File: config.mk
export PLATFORM = sky130hd
export DESIGN_NAME = blink_tick_gen
export DESIGN_NICKNAME = d
export VERILOG_FILES = /design/src/rtl/blink_tick_gen.sv
export SDC_FILE = /design/constraint.sdc
export NUM_CORES = 1
export LEC_CHECK = 0
export BUFFER_PORTS_ARGS = -buffer_cell sky130_fd_sc_hd__buf_2
export CAP_MARGIN = 40
export CORE_UTILIZATION = 55
export CTS_BUF_LIST = sky130_fd_sc_hd__clkbuf_16
export CTS_CLUSTER_SIZE = 25
export DETAILED_ROUTE_END_ITERATION = 16
export PLACE_DENSITY = 0.72
export RECOVER_POWER = 50
export SYNTH_ARGS = -nofsm -noshare
export SYNTH_HDL_FRONTEND = slang
export SYNTH_SLANG_ARGS = --single-unit
File: constraint.sdc
create_clock -name clk -period 2.68 [get_ports clk]
set_input_delay 0.268 -clock clk [delete_from_list [all_inputs] [get_ports clk]]
set_output_delay 0.268 -clock clk [all_outputs]
set_load 0.05 [all_outputs]
File: src/rtl/blink_tick_gen.sv
// blink_tick_gen: rate-selectable tick strobe for the LED blinker.
// Ports: clk, rst (sync, active-high), btn_in (raw button), enable,
//   tick (1-cycle strobe), rate_sel (0..3), btn_pressed (1-cycle pulse).
module blink_tick_gen #(
   parameter int unsigned DEBOUNCE_CYCLES = 1000000,
   parameter int unsigned PERIOD0         = 50000000,
   parameter int unsigned PERIOD1         = 25000000,
   parameter int unsigned PERIOD2         = 12500000,
   parameter int unsigned PERIOD3         = 6250000,
   parameter int unsigned CNT_W           = 26
) (
   input  logic       clk,
   input  logic       rst,
   input  logic       btn_in,
   input  logic       enable,
   output logic       tick,
   output logic [1:0] rate_sel,
   output logic       btn_pressed
);

   localparam logic [CNT_W-1:0] DB_LAST = CNT_W'(DEBOUNCE_CYCLES - 1);
   localparam logic [CNT_W-1:0] P0_LAST = CNT_W'(PERIOD0 - 1);
   localparam logic [CNT_W-1:0] P1_LAST = CNT_W'(PERIOD1 - 1);
   localparam logic [CNT_W-1:0] P2_LAST = CNT_W'(PERIOD2 - 1);
   localparam logic [CNT_W-1:0] P3_LAST = CNT_W'(PERIOD3 - 1);

   logic             sync1_q, sync1_d;
   logic             sync2_q, sync2_d;
   logic             db_q, db_d;
   logic [CNT_W-1:0] db_cnt_q, db_cnt_d;
   logic             pressed_q, pressed_d;
   logic [1:0]       rate_q, rate_d;
   logic [CNT_W-1:0] tick_cnt_q, tick_cnt_d;
   logic             tick_q, tick_d;
   logic [CNT_W-1:0] period_last;

   always_comb begin
      period_last = P0_LAST;
      unique case (rate_q)
         2'd0: period_last = P0_LAST;
         2'd1: period_last = P1_LAST;
         2'd2: period_last = P2_LAST;
         2'd3: period_last = P3_LAST;
         default: period_last = P0_LAST;
      endcase
   end

   always_comb begin
      sync1_d    = btn_in;
      sync2_d    = sync1_q;
      db_d       = db_q;
      db_cnt_d   = '0;
      rate_d     = rate_q;
      tick_cnt_d = tick_cnt_q;
      tick_d     = 1'b0;

      // Counter only advances while the synchronised level disagrees
      // with the accepted level; any agreeing cycle restarts it.
      if (sync2_q != db_q) begin
         if (db_cnt_q >= DB_LAST) begin
            db_d = sync2_q;
         end else begin
            db_cnt_d = db_cnt_q + CNT_W'(1);
         end
      end

      pressed_d = db_d & ~db_q;

      // A press takes priority over a coinciding terminal count.
      // The >= compare turns any out-of-range count into a wrap.
      if (pressed_q) begin
         rate_d     = rate_q + 2'd1;
         tick_cnt_d = '0;
      end else if (enable) begin
         if (tick_cnt_q >= period_last) begin
            tick_cnt_d = '0;
            tick_d     = 1'b1;
         end else begin
            tick_cnt_d = tick_cnt_q + CNT_W'(1);
         end
      end
   end

   always_ff @(posedge clk) begin
      if (rst) begin
         sync1_q    <= 1'b0;
         sync2_q    <= 1'b0;
         db_q       <= 1'b0;
         db_cnt_q   <= '0;
         pressed_q  <= 1'b0;
         rate_q     <= 2'd0;
         tick_cnt_q <= '0;
         tick_q     <= 1'b0;
      end else begin
         sync1_q    <= sync1_d;
         sync2_q    <= sync2_d;
         db_q       <= db_d;
         db_cnt_q   <= db_cnt_d;
         pressed_q  <= pressed_d;
         rate_q     <= rate_d;
         tick_cnt_q <= tick_cnt_d;
         tick_q     <= tick_d;
      end
   end

   assign tick        = tick_q;
   assign rate_sel    = rate_q;
   assign btn_pressed = pressed_q;

endmodule

* Yosys cells after proc, flatten, opt, wreduce, memory -nomap -nowiden *
Index checks and enable logic that the tools add are counted.

cells by class
  equality and inequality tests = 4
  $lt $le $gt $ge = 2
  muxes and demuxes = 5
  add/sub/neg operators = 3
  reduce and logical (&&, ||, !) cells = 4
  bitwise operators = 4

operator list
  operator                                                              number
  case mux 26 bit (4 select lines)                                      1
  adder 26 x 1 -> 26 bit (second input constant)                        2
  greater-or-equal comparator 26 x 20 -> 1 bit (second input constant)  1
  greater-or-equal comparator 26 bit                                    1
  2-to-1 mux 26 bit                                                     1
  OR reduction 3 bit                                                    2
  == test 2 bit (second input constant)                                 2
  2-to-1 mux 1 bit                                                      3
  inverter 1 bit                                                        3
  adder 2 x 1 -> 2 bit (second input constant)                          1
  == test 2 x 1 -> 1 bit (second input constant)                        1
  zero test 2 bit                                                       1
  OR reduction 2 bit                                                    1
  bitwise AND 1 bit                                                     1
  inequality test 1 bit                                                 1

word-level totals
  bits of input ports = 4
  bits in registers = 59
  logic and storage cells = 30

* Logic depth before layout (Yosys ltp) *
  depth after elaboration = 4
  gate-level depth with buffers = 11

* Worst setup path after synthesis *
No wires, ideal clock.

  kind = register to register
  from = reg rate_q[0], in the netlist rate_sel[0]
  to = reg tick_cnt_q[10]
  cell stages (with the launch flop) = 12
  data required time = 2.615 ns
  clock period less this slack = 2.663 ns
  setup slack = 0.017 ns
  data arrival time = 2.598 ns
  cell sequence = dfxtp_1 inv_1 ha_1 inv_1 o21ai_0 ha_1 a211oi_1 nor4_1 o21ai_0 nand4_1 clkbuf_1 nor2_1

on the way
  word-level cells in the longest chain between the ends = 4
  elaborated cells on any way between the ends = 7
  classes of those cells = 1 x order compare; 3 x eq/ne; 2 x mux; 1 x reduce/logical

RTL lines
  item                                    line  text
  start: declaration                      32    logic [1:0] rate_q, rate_d;
  start signal: assignment                100   rate_q <= rate_d;
  == test 2 bit (tied with other cells)   39    unique case (rate_q)
  case mux 26 bit (4 select lines) (*)    39
  greater-or-equal comparator 26 bit (*)  75    if (tick_cnt_q >= period_last) begin
  2-to-1 mux 26 bit (*)                   75
  end signal: assignment                  101   tick_cnt_q <= tick_cnt_d;
  end: declaration                        33    logic [CNT_W-1:0] tick_cnt_q, tick_cnt_d;

Every way passes the cells marked *; elsewhere a longest branch is shown, timed or not. The select of a mux whose other input is x is not followed.
A chain may end at the register's enable or synchronous reset.

* Worst setup path in the final report *
  from = reg rate_q[0], in the netlist rate_sel[0]
  to = reg tick_cnt_q[3]

The elaborated chain is that of the path after synthesis.

==> impl_metrics.csv <==
group,metric,value,unit
yosys,synth.area.top_cells,"dfxtp_1 41%, ha_1 10%, nor2_1 8.1%",
timing,fin_crit_sh,0.8924,
detailed_routing,avgRoutedWirePerCell,13.45,um
place,dp_hpwl,3.864,mm
final_layout,fin_nets,364,
place,dpl_cell_area,0.003018,mm^2
worst_setup_path,crit_arrival,2.65,ns
detailed_routing,wl,5.542,mm
global_routing,grt_start_max_net_pins,20,
power,peakVddDrop,408.2,uV
worst_setup_path,critPathMaxFanout,17,
yosys,syn-instance-count,318,
power,cellPowerDensity,630.5,mW/mm^2
flow_run,cap_violations,0,
power,pwr-share-comb,0.023,
timing,fmax,418.1,MHz
yosys,ys_ff_latch,59,
clocking,cts.sinks,59,
place,buffer_ports.inserted,7,
final_layout,final_cell_area,0.003308,mm^2
clocking,clkLatencyLatePin,0.33,ns
yosys,ys_top_cells_by_count,"62 x nor2_1, 59 x dfxtp_1, 24 x xor2_1, 23 x ha_1",
worst_setup_path,cp.required,2.94,ns
final_layout,area_growth,14.51,%
detailed_routing,dr.pass1.iters,4,
timing,rsz0062_at_grt,"no",
timing,finalHoldViolCount,0,
clocking,cts-hold-fix-buffers,0,
timing,setup_tns,0,ns
floorplanning,rows,26,
yosys,netlist_area,0.002889,mm^2
detailed_routing,ant_nets,0,
yosys,synth_top_area_share,0.4088,
floorplanning,die_w,74.48,um
worst_setup_path,slowest_delay,0.41,ns
power,p_seq_frac,0.430,
floorplanning,core,0.005075,mm^2
floorplanning,die_y,74.48,um
timing,worst_pin_slew,0.7501,ns
worst_setup_path,worst-path-buf-inv,3,
detailed_routing,drtIter0Drc,49,
yosys,synth_flop_cell,"dfxtp_1",
timing,maxSlewHeadroom,0.4961,
yosys,async_flop_share,0,
timing,clock_skew,0.006188,ns
worst_setup_path,cp-start-kind,"flip-flop",
worst_setup_path,cp_slowest_cell,"dfxtp_2",
clocking,numCtsBuffers,9,
yosys,yosys_warnings,0,
clocking,root_buffer,"clkbuf_16",
hold_path,worstHoldPathType,"input port to flip-flop",
floorplanning,dieArea,0.005547,mm^2
timing,setup_violations,0,
clocking,cts.path.max_buffers,2,
final_layout,n_antenna_cell,0,
clocking,htreeDepth,3,
worst_setup_path,worstPathCellList,"inv_1 > ha_1 > inv_1 > o21ai_0 > ha_1 > a211oi_1 > nor4_1 > o21ai_0 > nand4_1 > buf_4 > nor2_1",
timing,slew_viol_final,0,
power,p_leak,0.001264,uW
clocking,clk_pin_slew,0.05,ns
power,p_int,1629,uW
detailed_routing,vias_per_cell,5.289,
detailed_routing,vias,2179,
worst_setup_path,setup.worst_path.class,"flip-flop to flip-flop",
power,p_sw_frac,0.2192,
timing,fin_crit,2.392,ns
global_routing,antenna_found_initial,0,
final_layout,drive_gt1_frac,0.08480,
yosys,synth_top_cell_by_area,"dfxtp_1",
yosys,post-synth-top-count-cell,"nor2_1",
power,power.switching,457.2,uW
run_status,status,"finished, final reports clean",
clocking,cts_tree,"yes",
floorplanning,start_util,0.5693,
global_routing,grt_use_total,0.2243,
worst_setup_path,cp-end-kind,"flip-flop",
yosys,synth_seq_area_share,0.4088,
global_routing,grt_overflow,0,
place,gp_congestion,0.8140,
global_routing,grt_first_pass_wirelength,9.232,mm
floorplanning,pin_count,8,
yosys,avgSynthCellArea,9.085,um^2
yosys,synth_edf_count,0,
global_routing,grt_pass1_vias,2144,
detailed_routing,drc_errors,0,
yosys,synth_cell_type_count,40,
power,p_clk_frac,0.547,
worst_setup_path,crit_family,"compound AO/OA/AOI/OAI gates",
==> cell usage in the layout (no fill, tap or decap), types with 6 or more instances in the layout <==
cell type	count
nand4_1	15
inv_1	10
nor3_1	8
and3_1	9
xor2_1	24
nand3_1	18
nor2_1	62
xnor2_1	20
ha_1	23
conb_1	6
clkbuf_16	9
nand2_1	20
dfxtp_1	58
==> final cells by class <==
class	count	area [um^2]
Tap cell	70	87.58
Timing Repair Buffer	10	51.30
Multi-Input combinational cell	247	1649
Clock inverter	7	75.07
Sequential cell	59	1182
Inverter	10	37.54
Clock buffer	9	225.2
Fill cell	445	1767
==> per-stage QoR <==
stage          hold WS (ns)  setup slack [ns]  cells  power (uW)    util
6_report             0.1560            0.2884    412        2086  0.6519
5_1_grt              0.1834            0.1180    412        2155  0.6519
4_1_cts              0.1526            0.1620    412        2108  0.6538
3_5_place_dp         0.4383            0.2146    396       963.2  0.5947
3_3_place_gp         0.4198            0.3639    396       961.0  0.5947
2_1_floorplan        0.3962           0.01733    323       948.9       -
==> final timing paths <==
path	from	to	slack, ns	depth (start not counted)
worst max register to register	rate_sel[0]	tick_cnt_q[3]	0.29	11
worst min-delay path	btn_in	sync1_q	0.16	2
worst max-delay path	rate_sel[0]	tick_cnt_q[3]	0.29	11
worst min register to register	sync1_q	sync2_q	0.44	1
==> state kept, by name, indices dropped and copies added, names as in the netlist <==
name	cells
rate_sel	2
sync1_q	1
btn_pressed	1
sync2_q	1
tick_cnt_q	26
db_q	1
tick	1
db_cnt_q	26
==> what timing repair did <==
item                                   CTS  global route
gates resized for setup                  0             1
buffers inserted                         0             0
endpoints found under the hold margin    0             0
setup endpoints to repair                0             1
==> routing by layer <==
layer	up-vias	GRT usage	wire, um
met5	-	0	0
met4	0	0.07338	50
met3	6	0.08672	175
met2	23	0.3954	2766
met1	1009	0.2469	2551
li1	1141	-	-
==> power by group through the flow <==
stage	Sequential, uW	Clock, uW	Combinational [uW]
floorplan	917	0	31.4
global placement	915	0	46.0
detailed placement	916	0	47.6
CTS	897	1160	48.3
global route	898	1200	52.5
finish	897	1140	47.7
==> cell families (layout without fill, tap and decap cells) <==
group / count (synthesis) / in the layout / share of synthesized area
and+or+nand+nor: 154 / 154 / 0.2746
DFF: 59 / 59 / 0.4088
xor gates and xnor gates: 44 / 44 / 0.1334
adders and majority gates: 23 / 23 / 0.09961
AOI/OAI and AO/OA: 18 / 18 / 0.05024
buffers and inverters: 17 / 36 / 0.02512
muxes: 2 / 2 / 0.006930
other: 1 / 6 / 0.001298
Note: power is estimated with default switching activity, not from simulation.
